File: config.mk
export PLATFORM = sky130hd
export DESIGN_NAME = core_seq_ctrl
export DESIGN_NICKNAME = d
export VERILOG_FILES = /design/src/rtl/core_seq_ctrl_pkg.sv /design/src/rtl/core_seq_ctrl_inst_classify.sv /design/src/rtl/core_seq_ctrl.sv
export SDC_FILE = /design/constraint.sdc
export NUM_CORES = 1
export LEC_CHECK = 0
export ABC_AREA = 0
export CAP_MARGIN = 0
export CORE_AREA = 2 2 105 127
export CTS_CLUSTER_DIAMETER = 200
export DETAILED_ROUTE_END_ITERATION = 12
export DIE_AREA = 0 0 107 129
export GPL_TIMING_DRIVEN = 0
export PLACE_DENSITY_LB_ADDON = 0.2
export SETUP_SLACK_MARGIN = 0.15
export SLEW_MARGIN = 5
export SYNTH_ARGS = -nofsm -noshare
export SYNTH_HDL_FRONTEND = slang
export SYNTH_SLANG_ARGS = --single-unit
File: constraint.sdc
create_clock -name clk -period 4.2 [get_ports clk]
set_clock_uncertainty 0.05 [all_clocks]
set_input_delay 0.84 -clock clk [delete_from_list [all_inputs] [get_ports clk]]
set_output_delay 0.84 -clock clk [all_outputs]
set_load 0.1 [all_outputs]
File: src/rtl/core_seq_ctrl_pkg.sv
// Shared decode constants, state encoding and reset defaults for the
// multi-cycle fetch/execute sequencer.
package core_seq_ctrl_pkg;

    localparam logic [6:0]  OPC_OPIMM        = 7'b0010011;
    localparam logic [2:0]  F3_ADDI          = 3'b000;
    localparam logic [31:0] INST_EBREAK      = 32'h00100073;
    localparam logic [31:0] RESET_PC_DEFAULT = 32'h80000000;

    typedef enum logic [2:0] {
        ST_IDLE       = 3'd0,
        ST_FETCH_REQ  = 3'd1,
        ST_FETCH_WAIT = 3'd2,
        ST_EXEC       = 3'd3,
        ST_HALT       = 3'd4
    } state_t;

endpackage

File: src/rtl/core_seq_ctrl_inst_classify.sv
// Combinational instruction classifier: exactly one of the three outputs is
// high for any instruction word.
module inst_classify
    import core_seq_ctrl_pkg::*;
(
    input  logic [31:0] inst,
    output logic        is_addi,
    output logic        is_ebreak,
    output logic        is_illegal
);

    assign is_addi    = (inst[6:0] == OPC_OPIMM) && (inst[14:12] == F3_ADDI);
    assign is_ebreak  = (inst == INST_EBREAK);
    assign is_illegal = !is_addi && !is_ebreak;

endmodule

File: src/rtl/core_seq_ctrl.sv
// Fetch/execute sequencer for the ADDI/EBREAK datapath: owns PC, the
// instruction register, regfile write enable and halt/illegal/timeout status.
module core_seq_ctrl
    import core_seq_ctrl_pkg::*;
#(
    parameter logic [31:0] RESET_PC    = RESET_PC_DEFAULT,
    parameter int unsigned TIMEOUT_CYC = 16,
    parameter int unsigned CNT_W       = 32
) (
    input  logic             clk,
    input  logic             rst,
    input  logic             run,
    output logic             imem_req_valid,
    input  logic             imem_req_ready,
    output logic [31:0]      imem_req_addr,
    input  logic             imem_resp_valid,
    input  logic [31:0]      imem_resp_data,
    output logic [31:0]      pc,
    output logic [31:0]      inst,
    output logic             rf_wen,
    output logic             retire,
    output logic [CNT_W-1:0] retire_cnt,
    output logic             halt,
    output logic             ebreak_hit,
    output logic             illegal,
    output logic             timeout
);

    localparam bit          TIMEOUT_EN   = (TIMEOUT_CYC != 0);
    localparam logic [31:0] TIMEOUT_LAST = 32'(TIMEOUT_CYC - 1);

    state_t      state;
    state_t      state_next;
    logic [31:0] wait_cnt;
    logic        is_addi;
    logic        is_ebreak;
    logic        is_illegal;
    logic        in_exec;
    logic        timeout_hit;

    inst_classify u_classify (
        .inst       (inst),
        .is_addi    (is_addi),
        .is_ebreak  (is_ebreak),
        .is_illegal (is_illegal)
    );

    assign in_exec     = (state == ST_EXEC);
    assign timeout_hit = TIMEOUT_EN && (wait_cnt == TIMEOUT_LAST);

    assign imem_req_valid = (state == ST_FETCH_REQ);
    assign imem_req_addr  = pc;
    assign rf_wen         = in_exec && is_addi;
    assign retire         = in_exec && (is_addi || is_ebreak);
    assign ebreak_hit     = in_exec && is_ebreak;
    assign halt           = (state == ST_HALT);

    always_comb begin
        state_next = state;
        case (state)
            ST_IDLE: begin
                if (run) state_next = ST_FETCH_REQ;
            end
            ST_FETCH_REQ: begin
                if (imem_req_ready) state_next = ST_FETCH_WAIT;
            end
            ST_FETCH_WAIT: begin
                // A response in the timeout cycle still wins.
                if (imem_resp_valid)  state_next = ST_EXEC;
                else if (timeout_hit) state_next = ST_HALT;
            end
            ST_EXEC: begin
                if (is_addi) state_next = run ? ST_FETCH_REQ : ST_IDLE;
                else         state_next = ST_HALT;
            end
            ST_HALT: state_next = ST_HALT;
            default: state_next = ST_IDLE;
        endcase
    end

    always_ff @(posedge clk or negedge rst) begin
        if (!rst) begin
            state      <= ST_IDLE;
            pc         <= RESET_PC;
            inst       <= '0;
            wait_cnt   <= '0;
            retire_cnt <= '0;
            illegal    <= 1'b0;
            timeout    <= 1'b0;
        end else begin
            state <= state_next;
            if (state == ST_FETCH_WAIT) begin
                if (imem_resp_valid) begin
                    inst     <= imem_resp_data;
                    wait_cnt <= '0;
                end else if (timeout_hit) begin
                    timeout <= 1'b1;
                end else begin
                    wait_cnt <= wait_cnt + 32'd1;
                end
            end
            if (rf_wen)                 pc         <= pc + 32'd4;
            if (retire)                 retire_cnt <= retire_cnt + CNT_W'(1);
            if (in_exec && is_illegal)  illegal    <= 1'b1;
        end
    end

endmodule
# After elaboration in Yosys (flattened, before gate mapping)
# Index checks and enable logic that the tools add are counted.
totals:
  reg_bits: 133
  inputBits: 37
  output_inout_bits: 135
  word_cells: 46
op_classes:
  addsub: 3
  eq_ne: 11
  n_mux: 9
  bitwise_logic: 1
  reduce_logical: 15
ops:
  columns: ["operator", "count"]
  rows:
  - ["32-bit by 1-bit adder with 32-bit output, second input constant", 2]
  - ["32-bit two-way mux", 2]
  - ["32-bit by 3-bit adder with 32-bit output, second input constant", 1]
  - ["32-bit by 21-bit equality test with 1-bit output, second input constant", 1]
  - ["32-bit by 4-bit equality test with 1-bit output, second input constant", 1]
  - ["3-bit two-way mux", 5]
  - ["3-bit one-hot mux with 5 select lines", 1]
  - ["7-bit by 5-bit equality test with 1-bit output, second input constant", 1]
  - ["3-bit by 2-bit equality test with 1-bit output, second input constant", 2]
  - ["1-bit logical AND", 6]
  - ["3-bit logical NOT", 2]
  - ["3-bit AND reduction", 2]
  - ["2-bit inequality test, second input constant", 2]
  - ["2-bit AND reduction", 2]
  - ["3-bit by 1-bit equality test with 1-bit output, second input constant", 1]
  - ["3-bit equality test, second input constant", 1]
  - ["3-bit inequality test, second input constant", 1]
  - ["1-bit logical NOT", 2]
  - ["2-bit by 1-bit inequality test with 1-bit output, second input constant", 1]
  - ["1-bit logical OR", 1]
  - ["1-bit two-way mux", 1]
  - ["1-bit inverter", 1]

# Logic depth before layout (Yosys ltp)
# Gate-level depths: netlist of run 1.
depth:
  ltp_word: 5
  ltp_mapped: 8

# Modules after synthesis
# A second synthesis of run 1 with hierarchy kept.
unflattened:
  cells_unflattened: 655
  hier_area_um2: 6502.5
by_module_without_submodules:
  columns: ["mod", "instances", "cells_per_inst", "area_each_um2"]
  rows:
  - ["core_seq_ctrl", 1, 638, 6392.4]
  - ["inst_classify", 1, 17, 110.1]

# Worst setup path after synthesis of run 1
# No wires, ideal clock.
synth_path:
  path_kind: "register to output"
  startpoint: "reg inst[5]"
  endpoint: "out ebreak_hit"
  arrival_ps: 3522
  required_time_ps: 3310
  path_slack_ps: -212
  path_stages_with_launch: 4
  n_path_buf: 0
  path_cell_list: "dfrtp_1 nor4bb_1 nand4_1 nor3_1"
synth_via:
  elab_chain_len: 2
synth_lines:
  columns: ["item", "line", "source"]
  rows:
  - ["start, declared", "core_seq_ctrl.sv:19", "output logic [31:0] inst,"]
  - ["start signal, assigned", "core_seq_ctrl.sv:94", "inst <= imem_resp_data;"]
  - ["32-bit by 21-bit equality test with 1-bit output", "core_seq_ctrl_inst_classify.sv:13", "assign is_ebreak = (inst == INST_EBREAK);"]
  - ["1-bit logical AND", "core_seq_ctrl.sv:55", "assign ebreak_hit = in_exec && is_ebreak;"]
  - ["end, declared", "core_seq_ctrl.sv:24", "output logic ebreak_hit,"]
# No other way between the ends.

# Worst setup path after layout of run 1
layout_path:
  startpoint: "reg inst[12]"
  endpoint: "out rf_wen"
layout_via:
  elab_chain_len: 3
layout_lines:
  columns: ["item", "line", "source"]
  rows:
  - ["3-bit logical NOT", "core_seq_ctrl_inst_classify.sv:12", "assign is_addi = (inst[6:0] == OPC_OPIMM) && (inst[14:12] == F3_ADDI);"]
  - ["1-bit logical AND", "core_seq_ctrl_inst_classify.sv:12", null]
  - ["1-bit logical AND", "core_seq_ctrl.sv:53", "assign rf_wen = in_exec && is_addi;"]
  - ["end, declared", "core_seq_ctrl.sv:20", "output logic rf_wen,"]
# No other way between the ends.

==> impl_results.md, run 1 <==
* Unrepaired setup endpoints after global routing: no
* Fin. max-slew vios at 0
* Routed via count at between 5000 and 6000
* Count of buffers from port buffering at 167
* Largest net degree at the start of global routing at between 80 and 90
* Worst setup path startpoint: inst[12]
* DRC at 0
* Largest cells by area after synthesis: dfrtp_1, nand2_1, xnor2_1
* Critical path fanouts, max at 6
* Routed Wire Length at 17700 um
* Ys flop type: dfrtp_1
* Die width at around 110 um
* Status: complete, no violations
* Die H at around 130 um
* Cells after Synth at roughly 700
* Post_cts resized at 2
* Post-CTS Hold Buffers at 0
* 1st-pass router iterations at 5
* YS warnings at 0
* Post-synth top area share at 0.498
* Tcrit/Tclk final at 0.916
* FF+latch count, synth at roughly 130
* Worst stage delay on the critical path at 900 ps
* Final Hold Viols at 0
* Clk_lat worst skew at 420 ps
* First-pass GRT wire length at ~29000 um
* Row count at 45
* Max rail drop VDD at approximately 630 uV
* CTS root buf: clkbuf_16
* Hold Crit Class: in -> async
* Vias in the first global route at 5817
* Initial antenna violation count at 0
* CTS clk-pin slew, worst paths at ~60 ps
* Inserted Diodes at 0
* Final net count at between 900 and 1000
* Register area share after synthesis at 0.502
* Vias per cell at 5.53
* Dpl cell area at 8450 um2
* Largest delay contributor family on the critical path: buffers and inverters
* Worst path slowest cell: clkdlybuf4s15_1
* Num Clock Sinks at around 130
* Worst setup SP type: flip-flop
* Routed Antenna Nets at 0
* Post-synthesis cell type count at 51
* Synthesized area at between 6000 and 7000 um2
* GR Overflow Total at 0
* Worst R2R Start: retire_cnt[0]
* Worst-Margin Slew at between 1000 and 1500 ps
* Critical-path cell list: nor4b_1, and3_1, and2_1, clkbuf_1, clkdlybuf4s15_1
* Core region area at about 13000 um2
* WP data arrival at a little under 3000 ps
* Initial DRC Count at ~360
* H-tree depth at 4
* Highest clock rate at ~260 MHz
* Ports at around 170
* Die area at 13800 um2
* CTS tree: built
* Syn Area/Cell at 9.55 um2
* Setup Viol. Count Final at 0
* Routed len/inst at 16.9 um
* Post-synth EDFFs at 0
* HPWL after DPL at around 12000 um
* WHS at between 300 and 400 ps
* RePlAce Congestion at 0.886
* Relative slew slack at 0.198
* CP endpoint kind: output port
* CTS max path bufs at 2
* Share of layout cells above drive strength 1 at 0.103
* Setup bufs post-CTS at 0
* Global Route Usage Sum at 0.266
* Fin crit period at a little under 4000 ps
* Syn-to-layout area delta at 38.5%
* Ys async rst share at 1.00
* Post-Layout Inst Area at roughly 9000 um2
* # fillers at 913
* Initial Utilization at 0.520
* CTS Buf Count at 17
* Setup CP Type: reg -> out
* Utilization after layout at 0.720
* CP bufs+invs at 2
* P_leak at between 4 and 5 nW
* Max_cap viols at 0
* Cell taking the most area after synthesis: dfrtp_1
* PD cells at 619 nW/um2
* Req. time, crit path at 3310 ps
-- final timing paths --
| kind | endpoint | slack (ps) | cells past startpoint |
|---|---|---|---|
| worst max-delay path | rf_wen | 350 | 5 |
| worst min-delay path | wait_cnt[27] | 310 | 1 |
| worst max register to register | retire_cnt[28] | 1710 | 6 |
| worst min register to register | retire_cnt[31] | 430 | 1 |
| max in group asynchronous | imem_req_addr[31] | 3030 | 2 |
| min in group clk | retire_cnt[31] | 430 | 1 |
-- Yosys cell counts, types with 2 or more instances --
cell and number:
clkbuf_1 18, nor4bb_1 2, nand3b_1 2, or3_1 2, mux2_2 2, nand4_1 40
nand2_1 139, a21oi_1 8, o21bai_1 2, nor3_4 2, a211oi_1 2, nor3b_1 4
nand4b_1 3, xor2_1 35, and3_1 15, mux2i_1 3, nand3_1 37, or4_1 10
and2_1 6, nor4_1 18, o21ai_0 5, and4_1 9, xnor2_1 41, ha_1 3
dfrtp_1 130, o211ai_1 3, nor3_1 13, nor4b_1 3, buf_2 11, nor2b_1 4
inv_1 10, nor2_1 43, buf_4 34, o31ai_1 8
-- through the flow --
step / power [mW] / setup slack [ps] / setup TNS, ps / cells
2_1_floorplan: 3.49 / 440 / 0 / 687
3_3_place_gp: 4.04 / -2840 / -368990 / 1018
3_5_place_dp: 4.09 / 465 / 0 / 1019
4_1_cts: 5.61 / 166 / 0 / 1051
5_1_grt: 5.82 / 163 / 0 / 1051
6_report: 5.60 / 354 / 0 / 1051
-- report_power, final --
| part | total (mW) | switching [mW] | internal (mW) |
|---|---|---|---|
| Combinational | 2.21 | 1.65 | 0.565 |
| Clock | 1.49 | 0.566 | 0.927 |
| Sequential | 1.89 | 0.330 | 1.56 |
-- registers in the layout (all words and copies together), names as in the netlist --
signal         flops
inst              32
retire_cnt        32
wait_cnt          32
imem_req_addr     30
state              3
illegal            1
timeout            1
-- kinds of logic (layout without fill, tap and decap cells) --
family	after synthesis	after routing	share of synthesized area
AOI/OAI and AO/OA	36	36	0.0377
xor gates and xnor gates	76	76	0.102
adders and majority gates	3	3	0.00575
buffers and inverters	74	274	0.0653
DFF	131	131	0.502
muxes	5	5	0.00805
other	1	4	0.000574
and+or+nand+nor	358	358	0.279
-- cell type report --
cell class / count / area, um2 / area share
clock buffers: 18 / 429 / 0.0475
multi-input cells: 482 / 2840 / 0.314
clock inverters: 14 / 164 / 0.0181
repair buffers: 168 / 1700 / 0.188
flip-flops and latches: 131 / 3280 / 0.363
well taps: 164 / 205 / 0.0227
inverters: 10 / 37.5 / 0.00415
plain buffers: 64 / 389 / 0.0430
-- per-layer routing --
metal / up-vias / GRT usage / wire (um)
li1: 2717 / - / -
met3: 30 / 0.0821 / 1170
met4: 0 / 0.0947 / 304
met2: 212 / 0.464 / 9450
met1: 2858 / 0.309 / 6810
met5: - / 0 / 0
-- layout by cell type, fill, tap and decap left out, types with 8 or more instances in the layout --
master,netlist,layout
a21oi_1,8,8
and3_1,15,15
and4_1,9,9
buf_2,11,11
buf_4,34,34
clkbuf_1,18,19
clkbuf_16,0,17
clkdlybuf4s50_1,0,163
dfrtp_1,130,130
inv_1,10,10
nand2_1,139,139
nand3_1,37,37
nand4_1,40,40
nor2_1,43,43
nor3_1,13,12
nor4_1,18,18
o31ai_1,8,8
or4_1,10,10
xnor2_1,41,41
xor2_1,35,35
Note: power is estimated with default switching activity, not from simulation.
==> inputs of run 2 (changes only) <==
--- a/config.mk
+++ b/config.mk
@@ -12,6 +12,7 @@
 export DETAILED_ROUTE_END_ITERATION = 12
 export DIE_AREA = 0 0 107 129
 export GPL_TIMING_DRIVEN = 0
+export HOLD_SLACK_MARGIN = 0.08
 export PLACE_DENSITY_LB_ADDON = 0.2
 export SETUP_SLACK_MARGIN = 0.15
 export SLEW_MARGIN = 5
==> results of run 2 <==
Same layout as run 1: the final DEF is identical, and so are final timing and power.
==> inputs of run 3 (changes only) <==
==> constraint.sdc (replaced) <==
create_clock -name clk -period 4.7 [get_ports clk]
set_clock_uncertainty 0.05 [all_clocks]
set_input_delay 0.94 -clock clk [delete_from_list [all_inputs] [get_ports clk]]
set_output_delay 0.94 -clock clk [all_outputs]
set_load 0.1 [all_outputs]
==> impl_results.md, run 3 (same netlist as run 1, synthesis figures left out) <==
* Post_cts resized at 0
* Sequential power share at 0.338
* Die width at between 100 and 150 um
* Req. time, crit path at roughly 3700 ps
* Final net count at around 900
* Largest regs: inst: 32 flops, retire_cnt: 32 flops, wait_cnt: 32 flops
* Unrepaired setup endpoints after global routing: no
* Inst Count DP at 1019
* Routed Antenna Nets at 0
* Count of buffers from port buffering at 167
* Pre-CTS WS at a little under 900 ps
* Clk pwr share at 0.267
* CTS root buf: clkbuf_16
* Utilization after layout at 0.721
* Inserted Diodes at 0
* Max_cap viols at 0
* Post-CTS Hold Buffers at 0
* Worst R2R Start: retire_cnt[0]
* Initial Utilization at 0.520
* CTS clk-pin slew, worst paths at approximately 60 ps
* Die H at approximately 130 um
* CP endpoint kind: output port
* Power Total at 5.01 mW
* Switching part of the total at 0.452
* RePlAce Congestion at about 0.93
* Global Route Usage Sum at 0.256
* Status: complete, no violations
* NetSw at roughly 2.3 mW
* Finished Layout Cells at around 1100
* Reg2reg setup slack at about 2200 ps
* Fin crit period at approximately 4300 ps
* Reg2reg end: retire_cnt[18]
* Final worst setup slack at approximately 420 ps
* Row count at 45
* Routed via count at ~5800
* Routed Wire Length at 17300 um
* Ports at approximately 170
* Worst-Margin Slew at 1250 ps
* DRC at 0
* Cell depth of the worst flop-to-flop path at 6
* CTS tree: built
* First-pass GRT wire length at 28100 um
* Relative slew slack at 0.162
* Most frequent cells in the layout: clkdlybuf4s50_1, nand2_1, dfrtp_1
* Final Hold Viols at 0
* CTS max path bufs at 2
* Hold Crit Class: in -> async
* Num Clock Sinks at about 130
* Tcrit/Tclk final at 0.910
* Setup Viol. Count Final at 0
* Highest clock rate at 234 MHz
* Setup bufs post-CTS at 0
* Vias in the first global route at just under 6000
* Largest net degree at the start of global routing at 91
* PD cells at ~550 nW/um2
* H-tree depth at 4
* Int Pwr at approximately 2.7 mW
* Initial antenna violation count at 0
* GR Overflow Total at 0
* HPWL after DPL at about 12000 um
* P_leak at about 4 nW
* Setup CP Type: reg -> out
* Vias per cell at 5.55
* Worst setup SP type: flip-flop
* CTS Buf Count at 17
* WP data arrival at approximately 3300 ps
* Initial DRC Count at ~360
* Syn-to-layout area delta at 38.6%
* Max rail drop VDD at between 600 and 700 uV
* Commonest non-fill, non-tap cell in the layout: clkdlybuf4s50_1
* WHS at 387 ps
* Comb pwr share at 0.394
* Core region area at approximately 13000 um2
* Die area at between 10000 and 15000 um2
* Share of layout cells above drive strength 1 at 0.100
* Fin. max-slew vios at 0
* Clk_lat worst skew at about 420 ps
* Setup TNS at 0 ps
* Dpl cell area at 8450 um2
* Post-Layout Inst Area at slightly above 9000 um2
* 1st-pass router iterations at 4
* Routed len/inst at between 15 and 20 um
* Critical path fanouts, max at 6
==> run 3: how the worst max path moves through the flow <==
stage              from              to
3_3_place_gp        rst  retire_cnt[17]
6_report        inst[3]          rf_wen
3_5_place_dp    inst[3]          retire
5_1_grt         inst[3]          retire
4_1_cts        inst[13]          retire
2_1_floorplan   inst[5]      ebreak_hit
==> run 3: worst max-delay path, stage by stage (launching register included) <==
cell and delay, ps:
dfrtp_1 400, nor4bb_1 430, and3_1 400, and2_1 170, clkbuf_1 260, clkdlybuf4s50_1 1210
==> run 3: area by class of cell <==
class / instances / area (um2)
timing repair buffer: 168 / 1700
tap: 164 / 205
clock buffer: 19 / 443
buffer: 64 / 389
multi-input combinational: 482 / 2840
clock inverter: 13 / 160
sequential: 131 / 3280
fill: 939 / 3500
inverter: 10 / 37.5
==> run 3: routing by layer <==
metal,part of all wire,vias up,GRT usage
met5,0,-,0
met3,0.068,30,0.0689
met4,0.017,0,0.0901
met2,0.52,230,0.447
li1,-,2708,-
met1,0.40,2862,0.306
==> run 3: power by group through the flow <==
stage	sequential, mW	combinational, mW	clock, mW
after CTS	1.69	1.98	1.35
after floorplan	2.53	0.592	0
after detailed placement	1.69	1.97	0
after global placement	1.68	1.94	0
final	1.69	1.98	1.34
after global routing	1.73	2.08	1.40
